===== config.mk =====
export PLATFORM = sky130hd
export DESIGN_NAME = second_loop
export DESIGN_NICKNAME = d
export VERILOG_FILES = /design/src/rtl/second_loop_pkg.sv /design/src/rtl/second_loop.sv
export SDC_FILE = /design/constraint.sdc
export NUM_CORES = 1
export LEC_CHECK = 0
export CORE_UTILIZATION = 49
export CTS_CLUSTER_DIAMETER = 120
export DETAILED_ROUTE_END_ITERATION = 12
export GPL_ROUTABILITY_DRIVEN = 0
export PLACE_DENSITY_LB_ADDON = 0.15
export SYNTH_ARGS = -nofsm -noshare
export SYNTH_HDL_FRONTEND = slang
export SYNTH_SLANG_ARGS = --single-unit
export TNS_END_PERCENT = 10

===== constraint.sdc =====
create_clock -name clk -period 8 [get_ports clk]
set_input_delay 1.6 -clock clk [delete_from_list [all_inputs] [get_ports clk]]
set_output_delay 1.6 -clock clk [all_outputs]
set_load 0.02 [all_outputs]

===== src/rtl/second_loop_pkg.sv =====
// rtl/second_loop_pkg.sv - shared RC4 stage types and sizing constants
package second_loop_pkg;

  // S-box depth and key length in bytes, shared by init, key-schedule and decrypt stages
  localparam int N       = 256;
  localparam int KEY_LEN = 3;

  // Key-schedule loop states; each i takes exactly one pass ADDR_I..NEXT (9 states)
  typedef enum logic [3:0] {
    IDLE    = 4'd0,
    ADDR_I  = 4'd1,
    WAIT_I  = 4'd2,
    READ_I  = 4'd3,
    ADDR_J  = 4'd4,
    WAIT_J  = 4'd5,
    READ_J  = 4'd6,
    WRITE_I = 4'd7,
    WRITE_J = 4'd8,
    NEXT    = 4'd9,
    DONE    = 4'd10
  } state_t;

endpackage


===== src/rtl/second_loop.sv =====
// rtl/second_loop.sv - RC4 key-scheduling loop driving an external S-box RAM
module second_loop
  import second_loop_pkg::*;
#(
  parameter int KEY_LEN = second_loop_pkg::KEY_LEN,
  parameter int N       = second_loop_pkg::N
) (
  input  logic                 clk,
  input  logic                 reset,
  input  logic                 start_flag,
  input  logic [8*KEY_LEN-1:0] secret_key,
  input  logic [7:0]           q,
  output logic [7:0]           address,
  output logic [7:0]           data,
  output logic                 wren,
  output logic                 done_flag
);

  // Key index counter width; a 1-byte key still gets a 1-bit counter
  localparam int KW = (KEY_LEN > 1) ? $clog2(KEY_LEN) : 1;

  state_t          state;
  state_t          next_state;
  logic [7:0]      i;
  logic [7:0]      j;
  logic [7:0]      si;
  logic [7:0]      sj;
  logic [KW-1:0]   key_idx;
  logic [7:0]      key_byte;
  logic            last_i;

  assign last_i = (i == 8'(N - 1));

  // Select key byte key_idx; byte 0 sits in the most significant position
  always_comb begin
    key_byte = '0;
    for (int k = 0; k < KEY_LEN; k++) begin
      if (key_idx == KW'(k)) begin
        key_byte = secret_key[8*(KEY_LEN-1-k) +: 8];
      end
    end
  end

  // State register; reset wins over everything
  always_ff @(posedge clk) begin
    if (reset) begin
      state <= IDLE;
    end else begin
      state <= next_state;
    end
  end

  // Next-state sequencing; start_flag only matters in IDLE and DONE
  always_comb begin
    next_state = state;
    case (state)
      IDLE:    if (start_flag) next_state = ADDR_I;
      ADDR_I:  next_state = WAIT_I;
      WAIT_I:  next_state = READ_I;
      READ_I:  next_state = ADDR_J;
      ADDR_J:  next_state = WAIT_J;
      WAIT_J:  next_state = READ_J;
      READ_J:  next_state = WRITE_I;
      WRITE_I: next_state = WRITE_J;
      WRITE_J: next_state = NEXT;
      NEXT:    next_state = last_i ? DONE : ADDR_I;
      DONE:    if (!start_flag) next_state = IDLE;
      default: next_state = IDLE;
    endcase
  end

  // Datapath and registered RAM port; the RAM returns q two clocks after address is loaded
  always_ff @(posedge clk) begin
    if (reset) begin
      address   <= '0;
      data      <= '0;
      wren      <= 1'b0;
      done_flag <= 1'b0;
      i         <= '0;
      j         <= '0;
      key_idx   <= '0;
      si        <= '0;
      sj        <= '0;
    end else begin
      case (state)
        IDLE: begin
          wren <= 1'b0;
          if (start_flag) begin
            i       <= '0;
            j       <= '0;
            key_idx <= '0;
          end
        end
        ADDR_I: begin
          address <= i;
          wren    <= 1'b0;
        end
        READ_I: begin
          si <= q;
          j  <= j + q + key_byte;
        end
        ADDR_J: begin
          address <= j;
        end
        READ_J: begin
          sj <= q;
        end
        WRITE_I: begin
          address <= i;
          data    <= sj;
          wren    <= 1'b1;
        end
        WRITE_J: begin
          address <= j;
          data    <= si;
          wren    <= 1'b1;
        end
        NEXT: begin
          wren <= 1'b0;
          if (last_i) begin
            done_flag <= 1'b1;
          end else begin
            i       <= i + 8'd1;
            key_idx <= (key_idx == KW'(KEY_LEN - 1)) ? '0 : key_idx + 1'b1;
          end
        end
        DONE: begin
          wren <= 1'b0;
          if (!start_flag) done_flag <= 1'b0;
        end
        default: begin
          wren <= 1'b0;
        end
      endcase
    end
  end

endmodule


# Word-level counts from Yosys, hierarchy flattened
# Cells that the tools add are included.
totals:
  reg_bits: 56
  output_inout_bits: 18
  inputBits: 35
  word_cells: 67
classes:
  n_mux: 21
  add_sub_neg: 4
  n_reduce_logical: 15
  eq_ne: 17
op_table:
  columns: ["op", "n"]
  rows:
  - ["8-bit one-hot mux with 2 select lines", 4]
  - ["4-bit one-hot mux with 11 select lines", 1]
  - ["8-bit 2-to-1 mux", 5]
  - ["8-bit adder", 2]
  - ["4-bit by 3-bit equality test with 1-bit output (second input constant)", 4]
  - ["4-bit equality test (second input constant)", 3]
  - ["4-bit 2-to-1 mux", 3]
  - ["2-bit nonzero test", 5]
  - ["8-bit by 1-bit adder with 8-bit output (second input constant)", 1]
  - ["4-bit by 2-bit equality test with 1-bit output (second input constant)", 2]
  - ["8-bit equality test (second input constant)", 1]
  - ["2-bit != test (second input constant)", 4]
  - ["2-bit 2-to-1 mux", 3]
  - ["3-bit AND reduction", 2]
  - ["2-bit OR reduction", 3]
  - ["4-bit by 1-bit equality test with 1-bit output (second input constant)", 1]
  - ["4-bit logical NOT", 1]
  - ["1-bit one-hot mux with 2 select lines", 2]
  - ["2-bit one-hot mux with 2 select lines", 1]
  - ["2-bit AND reduction", 2]
  - ["3-bit OR reduction", 1]
  - ["2-bit by 1-bit adder with 2-bit output (second input constant)", 1]
  - ["2-bit by 1-bit equality test with 1-bit output (second input constant)", 1]
  - ["2-bit equality test (second input constant)", 1]
  - ["other kinds (2)", 3]

# Logic depth before layout (Yosys ltp)
# Gate-level depths: netlist (run 1).
logic_depth:
  ltp_word: 6
  ltp_mapped: 13
  depth_no_buf: 12

# Worst setup path after synthesis (run 1)
# No wires, ideal clock.
synth_path:
  path_kind: "input port to flip-flop"
  startpoint: "in secret_key[1]"
  endpoint: "reg j[7]"
  required_ns: 7.938
  setup_ns: 0.062
  arrival_ns: 3.765
  setup_slack_ns: 4.173
  path_stages: 11
  path_cell_list: "mux2i_1 o21ai_0 fa_1 ha_1 inv_1 fa_1 nand2b_1 a21oi_1 o22ai_1 or4_1 nand3_1"
synth_via:
  elab_chain_cells: 3
synth_rtl:
  columns: ["item", "line", "source"]
  rows:
  - ["from (decl)", "second_loop.sv:11", "input logic [8*KEY_LEN-1:0] secret_key,"]
  - ["8-bit 2-to-1 mux", "second_loop.sv:38", "if (key_idx == KW'(k)) begin"]
  - ["8-bit adder", "second_loop.sv:100", "j <= j + q + key_byte;"]
  - ["8-bit one-hot mux with 2 select lines", "second_loop.sv:85", "case (state)"]
  - ["to (signal assigned)", "second_loop.sv:100", null]
  - ["to (decl)", "second_loop.sv:25", "logic [7:0] j;"]
# Every way passes these cells.
# A chain may end at the register's enable or synchronous reset.

# Worst setup path after layout (run 1)
# Same ends and word-level chain as after synthesis.

==> flow_summary.ini, run 1 <==
[status]
status = finished, violations left
violations = design-rule violations

[global_routing]
grt_pass1_wl_um = 10400
grt_pass1_vias = 2201
antenna_found_initial = 0
grtUsageTotal_pct = 21.3
grt_overflow = 0
grt_max_degree = 55

[min_path]
min_path_cells = 2
min_from = si[7]
hp-class = reg -> reg
hold-path-endpoint = si[7]

[worst_setup_path]
required_ns = 8.25
rr_worst_depth = 12
worstSetupPathType = in -> reg
cp_max_fo = 3
r2r_setup_slack_ns = 4.61
crit_path_end_kind = flip-flop
r2r_start = key_idx[1]
startpoint_type = input pin
worst_ep_arrival_time_ns = 4.35
r2r_end = j[7]

[die]
die_w_um = 80.1
dieHeight_um = 80.1
initial_utilization_pct = 50.8
pin_count = 53
die_area_sq_um = 6410
num_rows = 28
core_sq_um = 5890

[timing]
fin_worst_skew_ns = 0.00756
hold_slack_ns = 0.461
layout_min_cycle_time_ns = 4.10
final_max_slew_viol_count = 0
finalCritPeriodShare_pct = 51.3
fmax_ghz = 0.244
rsz0062_at_grt = no
worstMarginPinSlew_ns = 0.971
worst_slack_ns = 3.90
tns_ns = 0
finalHoldViolCount = 0
maxSlewHeadroom_pct = 35.2
setup_viol = 0

[synthesis]
syn-num-nets = 385
yosysWarnings = 0
synth_top_cell_by_area = dfxtp_1
seq_area_frac_synth_pct = 37.5
synthTopCellsByArea = dfxtp_1 38%, mux2i_1 10%, nor2_1 6.8%, fa_1 5.4%, nand2_1 4.3%
mappedNetlistArea_sq_um = 2990
ys_types = 48
yosysTopAreaCellShare_pct = 37.5
synthFlopType = dfxtp_1
avgSynthCellArea_sq_um = 8.92
ys_ff_latch = 56
netlist_instances = 335
synth_edf_count = 0
async_flop_share_pct = 0

[power_and_ir_drop]
vdd_ir_drop_max_mv = 0.0924
leakage_uw = 0.00131
power.density_nw_per_um2 = 167

[clock_tree]
cts_tree = built
cts_buffers = 5
cts_setup_buffers = 0
cts_sinks = 56
h-tree-depth = 2
clockBufferDepth = 2
cts-resized-gates = 0
hold_buffers = 0
cts_root_buffer = clkbuf_8
clock_latency_ns = 0.31
cts.reportedPaths.clkPinSlew_ns = 0.10

[place]
io_buffers = 52
dp_slack_ns = 3.57
place.detailed.hpwl_um = 4650

[final_layout]
nets = 426
final_common_cell = dfxtp_1
drive_gt1_share_pct = 5.85
diodes = 0
final_cell_mix = 56 x dfxtp_1, 54 x nor2_1, 51 x clkdlybuf4s50_1
synthToLayoutAreaGrowth_pct = 21.9

[routing]
drt-vias-per-instance = 5.32
dr.pass1.iters = 8
vias = 2400
drt_wl_total_um = 6430
drt_iter0_drc = 70
ant_nets = 0
wl_per_cell_um = 14.3
post-route-drc-count = 1

[flow_run]
maxCapViolations = 0
[registers in the layout, indices dropped and copies added, names as in the netlist]
name and cells:
i 8, address 8, si 8, j 8, key_idx 2, done_flag 1
sj 8, data 8, wren 1, state 4
[per-layer routing]
layer | up-vias | wire length [um] | track usage [%] | part of all wire [%]
met5 | - | 0 | 0 | 0
met4 | 0 | 58 | 6.25 | 0.90
met3 | 4 | 269 | 3.98 | 4.2
met2 | 61 | 3030 | 35.2 | 47
met1 | 1112 | 3070 | 28.3 | 48
li1 | 1223 | - | - | -
[through the flow]
step | cells | util (%) | total power [uW] | area [sq um]
6_report | 451 | 61.9 | 609 | 3640
5_1_grt | 451 | 61.9 | 633 | 3640
2_1_floorplan | 335 | - | 369 | 2990
3_5_place_dp | 444 | 59.7 | 403 | 3510
4_1_cts | 451 | 61.9 | 612 | 3640
3_3_place_gp | 444 | 59.7 | 401 | 3510
[how the worst max path moves through the flow]
stage / startpoint / end / slack [ns] / depth (start not counted)
3_5_place_dp: secret_key[1] / j[7] / 3.57 / 12
5_1_grt: secret_key[1] / j[7] / 3.71 / 12
4_1_cts: secret_key[1] / j[7] / 3.90 / 12
6_report: secret_key[1] / j[7] / 3.90 / 12
2_1_floorplan: secret_key[1] / j[7] / 4.17 / 11
3_3_place_gp: secret_key[1] / j[7] / 3.65 / 12
[layout make-up]
type / count / area, sq um
fillers: 530 / 2240
multi-input cells: 251 / 1740
flip-flops and latches: 56 / 1120
repair buffers: 53 / 523
well taps: 75 / 93.8
clock buffers: 5 / 68.8
clock inverters: 2 / 60.1
inverters: 9 / 33.8
[critical path, stage by stage]
cell             delay (ns)
clkdlybuf4s50_1        0.39
mux2i_1                0.12
o21ai_0                0.13
fa_1                   0.52
ha_1                   0.16
inv_1                  0.06
fa_1                   0.40
nand2b_1               0.18
a21oi_1                0.17
o22ai_1                0.13
or4_1                  0.40
nand3_1                0.09
[logic make-up (layout without fill, tap and decap cells)]
group                    after synthesis  after routing  synth area share (%)
flip-flops                            56             56                  37.5
multiplexers                          39             39                  13.4
buffers and inverters                 28             69                  4.35
AND/OR/NAND/NOR                      122            122                  18.6
adder cells (fa/ha/maj)               15             15                  8.29
XOR/XNOR                              15             15                  4.40
AO/OA/AOI/OAI                         60             60                  13.5
[where the power goes]
| group | internal [uW] | switching [uW] | total, uW |
|---|---|---|---|
| sequential | 284 | 9.97 | 294 |
| clock | 123 | 88.9 | 212 |
| combinational | 48.9 | 53.2 | 102 |
[synthesized netlist by cell type, types with 2 or more instances]
| cell | n |
|---|---|
| nor2_1 | 54 |
| nand2_1 | 34 |
| xor2_1 | 2 |
| nand3_1 | 10 |
| inv_1 | 8 |
| mux2_2 | 4 |
| clkbuf_1 | 11 |
| mux2i_1 | 31 |
| nand3b_1 | 5 |
| nand2b_1 | 5 |
| dfxtp_1 | 56 |
| buf_6 | 2 |
| and2_1 | 3 |
| o21ai_0 | 8 |
| buf_2 | 5 |
| o211ai_1 | 2 |
| nor3_1 | 2 |
| a21oi_1 | 23 |
| xnor2_1 | 13 |
| a22oi_1 | 5 |
| a211oi_1 | 9 |
| mux2_1 | 4 |
| fa_1 | 8 |
| ha_1 | 7 |
(Power assumes the default switching activity.)
==> run 2, diff against run 1 <==
- CORE_UTILIZATION: 49 -> 48
- clock period: 8 -> 3.5 ns (I/O delays scaled with it)
==> run 2 against run 1 <==
The run now ends clean. Final cell count increased by 0.67%. Sequential power is 130% higher. Total power grew 110%. Combinational power grew 130%. First-iteration DRC count is 20% higher. Register-to-register slack lost 4.2 ns. Clock power increased by 83%. Non-clock buffer count rose by 2. Die area increased by 2.0%. Highest routed layer unchanged.
==> flow_summary.ini, run 2 (synthesis gave the netlist of run 1 again) <==
[die]
core_sq_um = 5960
die_w_um = 80.9
die_area_sq_um = 6540
num_rows = 28
dieHeight_um = 80.9
initial_utilization_pct = 50.2
pin_count = 53

[power_and_ir_drop]
vdd_ir_drop_max_mv = 0.207
leakage_uw = 0.00131
internal_power_uw = 914
power.density_nw_per_um2 = 357
combPwrFrac_pct = 18.0
finalPower_uw = 1300
sw_frac_of_total_pct = 29.5
clockPowerShare_pct = 30.0
switchingPower_uw = 382
power_frac_seq_pct = 52.0

[worst_setup_path]
cp_max_fo = 3
crit_path_end_kind = flip-flop
r2r_setup_slack_ns = 0.40
required_ns = 3.76
startpoint_type = input pin
worstSetupPathType = in -> reg
worst_ep_arrival_time_ns = 3.48
rr_worst_depth = 12
critPathLaunch = secret_key[1]
r2r_start = key_idx[1]
r2r_end = j[7]

[min_path]
min_path_cells = 2
hp-class = reg -> reg
min_from = si[7]
hold-path-endpoint = si[7]

[routing]
vias = 2412
drt_wl_total_um = 6340
drt_iter0_drc = 84
drt-vias-per-instance = 5.31
dr.pass1.iters = 4
post-route-drc-count = 0
wl_per_cell_um = 14.0
ant_nets = 0

[final_layout]
fin_area_sq_um = 3630
diodes = 0
nets = 428
drive_gt1_share_pct = 6.60
final_common_cell = dfxtp_1
final_util_pct = 60.9
synthToLayoutAreaGrowth_pct = 21.4
final_cell_mix = 56 x dfxtp_1, 54 x nor2_1, 51 x clkdlybuf4s50_1

[clock_tree]
h-tree-depth = 2
cts_setup_buffers = 0
clockBufferDepth = 2
cts_tree = built
cts-resized-gates = 0
hold_buffers = 0
cts.reportedPaths.clkPinSlew_ns = 0.11
cts_buffers = 5
cts_sinks = 56
cts_root_buffer = clkbuf_8
clock_latency_ns = 0.32

[timing]
rsz0062_at_grt = no
setup_viol = 0
maxSlewHeadroom_pct = 35.1
finalCritPeriodShare_pct = 92.0
fin_worst_skew_ns = 0.0115
tns_ns = 0
layout_min_cycle_time_ns = 3.22
finalHoldViolCount = 0
worstMarginPinSlew_ns = 0.970
worst_slack_ns = 0.281
fmax_ghz = 0.311
final_max_slew_viol_count = 0

[global_routing]
grt_overflow = 0
grt_pass1_vias = 2173
antenna_found_initial = 0
grtUsageTotal_pct = 20.6
grt_pass1_wl_um = 10500
grt_max_degree = 55

[flow_run]
maxCapViolations = 0

[place]
placed_cell_area_sq_um = 3530
dp_slack_ns = -0.0192
place.detailed.hpwl_um = 4600
io_buffers = 52

[status]
status = completed
## run 2: changes by cell type in the layout (fill, tap and decap cells not counted), sizes merged
cell	delta
buf	+2
inv	+3
bufinv	-2
## run 2: cell type report
cell class / count / area (sq um)
inverter: 9 / 33.8
clock buffer: 5 / 68.8
multi-input combinational: 251 / 1740
sequential: 56 / 1120
fill: 568 / 2330
clock inverter: 3 / 28.8
tap: 75 / 93.8
timing repair buffer: 55 / 538
## run 2: worst max-delay path by stage
stage | end | slack [ns] | depth (start not counted)
global placement | j[7] | 0.04 | 12
finish | j[7] | 0.28 | 12
floorplan | j[7] | 0.57 | 11
CTS | j[7] | 0.31 | 12
global route | j[7] | 0.12 | 12
detailed placement | j[7] | -0.02 | 12
## run 2: stage by stage
| step | instances | hold slack, ns |
|---|---|---|
| finish | 454 | 0.463 |
| global route | 454 | 0.484 |
| CTS | 454 | 0.464 |
| detailed placement | 446 | 0.448 |
| global placement | 446 | 0.443 |
| floorplan | 335 | 0.437 |
## run 2: power by group through the flow
stage	Sequential [uW]	Clock, uW	Combinational (uW)
after floorplan	673	0	171
after global placement	687	0	229
after detailed placement	688	0	234
after CTS	673	400	235
after global routing	677	427	261
final	674	389	233
## run 2: routing by layer
metal | share of wire, % | track usage (%)
met2 | 47 | 33.9
met5 | 0 | 0
met1 | 49 | 28.6
met4 | 0.47 | 4.29
met3 | 3.5 | 3.03
## run 2: worst max-delay path, cell delays in order
cell and delay (ns):
clkdlybuf4s50_1 0.40, mux2i_1 0.12, o21ai_0 0.14, fa_1 0.52
ha_1 0.16, inv_1 0.05, fa_1 0.40, nand2b_1 0.18
a21oi_1 0.18, o22ai_1 0.13, or4_1 0.40, nand3_1 0.09
==> run 3, diff against run 2 <==
- PLACE_DENSITY: unset -> 0.88
- PLACE_DENSITY_LB_ADDON: 0.15 -> unset
==> run 3 against run 2 <==
Clock power increased by 25%. Sequential share of layout area is 0.37 points lower. Count of clock-buffer cells in the layout unchanged. Largest cell class unchanged. Global-route usage up 2.6 points. Setup slack lost 0.081 ns. Clock skew decreased by 0.0040 ns. Utilization rose by 0.74 points. Sequential power about the same. Combinational power is 4% higher. Routed wire length grew 8.0%. First-iteration DRC count grew to 2.6 times the previous value. Via count grew 4.9%.
==> flow_summary.ini, run 3 (synthesis gave the netlist of run 1 again) <==
[status]
status = completed

[routing]
drt_wl_total_um = 6850
ant_nets = 0
drt-vias-per-instance = 5.57
vias = 2529
drt_iter0_drc = 217
post-route-drc-count = 0
dr.pass1.iters = 4
wl_per_cell_um = 15.1

[final_layout]
nets = 429
fill_cells = 507
synthToLayoutAreaGrowth_pct = 22.9
drive_gt1_share_pct = 6.33
final_cell_mix = 56 x dfxtp_1, 54 x nor2_1, 52 x clkdlybuf4s50_1
diodes = 0
final_common_cell = dfxtp_1
fin_area_sq_um = 3670

[die]
initial_utilization_pct = 50.2
num_rows = 28
core_sq_um = 5960
dieHeight_um = 80.9
die_area_sq_um = 6540
pin_count = 53
die_w_um = 80.9

[global_routing]
grtUsageTotal_pct = 23.2
grt_overflow = 0
antenna_found_initial = 0
grt_pass1_vias = 2514
grt_max_degree = 38
grt_pass1_wl_um = 11700

[worst_setup_path]
r2r_setup_slack_ns = 0.24
cp_max_fo = 3
rr_worst_depth = 12
path_common_cell = fa_1
r2r_start = key_idx[1]
worst_ep_arrival_time_ns = 3.55
worstSetupPathType = in -> reg
worst_path_max_delay_cell = fa_1
r2r_end = j[7]
crit_path_end_kind = flip-flop
required_ns = 3.75
startpoint_type = input pin
max_stage_delay_ns = 0.56
path_cells = clkdlybuf4s50_1 > mux2i_1 > o21ai_0 > fa_1 > inv_1 > fa_1 > nand2b_1 > a21oi_1 > o22ai_1 > or4_1 > nand3_1

[timing]
finalCritPeriodShare_pct = 94.3
worst_slack_ns = 0.201
rsz0062_at_grt = no
fin_worst_skew_ns = 0.00743
setup_viol = 0
final_max_slew_viol_count = 0
worstMarginPinSlew_ns = 0.847
fmax_ghz = 0.303
finalHoldViolCount = 0
layout_min_cycle_time_ns = 3.30
maxSlewHeadroom_pct = 43.3

[clock_tree]
cts-resized-gates = 0
cts_tree = built
clock_latency_ns = 0.31
cts_root_buffer = clkbuf_8
cts_buffers = 5
cts_setup_buffers = 0
clockBufferDepth = 2
cts.reportedPaths.clkPinSlew_ns = 0.10
hold_buffers = 0
cts_sinks = 56
h-tree-depth = 2

[min_path]
min_path_cells = 2
hp-class = reg -> reg
min_from = data[6]
hold-path-endpoint = data[6]

[power_and_ir_drop]
vdd_ir_drop_max_mv = 0.167
leakage_uw = 0.00133
power.density_nw_per_um2 = 382

[place]
placed_cell_area_sq_um = 3540
dp_slack_ns = -0.0353
place.detailed.hpwl_um = 4880
io_buffers = 52

[flow_run]
maxCapViolations = 0
run 3: cell count changes in the layout (fill, tap and decap cells not counted), sizes merged:
cell | previous run | this run
inv | 12 | 9
clkdlybuf4s50 | 51 | 52
bufinv | 0 | 2
run 3: layout make-up:
type | count | area [sq um] | share of cell area (%)
clock inverter | 2 | 60.1 | 1.64
tap | 75 | 93.8 | 2.56
timing repair buffer | 56 | 551 | 15.0
clock buffer | 5 | 68.8 | 1.87
multi-input combinational | 251 | 1740 | 47.5
sequential | 56 | 1120 | 30.5
inverter | 9 | 33.8 | 0.920
run 3: power by group:
| group | total, uW | switching (uW) | internal (uW) |
|---|---|---|---|
| Clock | 488 | 206 | 282 |
| Combinational | 243 | 129 | 114 |
| Sequential | 672 | 22.0 | 650 |
run 3: per-stage QoR:
stage                     std cells  power [uW]  utilization, %  hold WS (ns)  setup TNS, ns
after CTS                       454        1410            61.6         0.463              0
after global routing            454        1460            61.6         0.482              0
after global placement          447         912            59.5         0.444              0
after detailed placement        447         922            59.5         0.448        -0.0353
final                           454        1400            61.6         0.459              0
after floorplan                 335         844               -         0.437              0
run 3: critical path, delay by kind of cell:
family	cells	cell delay [ns]
fa+ha+maj	2	1.03
simple gates	3	0.73
buf+inv	2	0.48
compound gates	3	0.47
mux	1	0.14
run 3: worst max path at each step:
stage                    from   end  slack [ns]
2_1_floorplan   secret_key[1]  j[7]        0.57
3_3_place_gp    secret_key[1]  j[7]        0.05
3_5_place_dp   secret_key[17]  j[7]       -0.04
4_1_cts         secret_key[2]  j[7]        0.20
5_1_grt         secret_key[1]  j[7]        0.07
6_report        secret_key[2]  j[7]        0.20
run 3: layer usage:
metal	wire (um)	track usage, %
met5	0	0
met4	137	8.04
met3	276	4.04
met2	3590	41.8
met1	2850	27.5
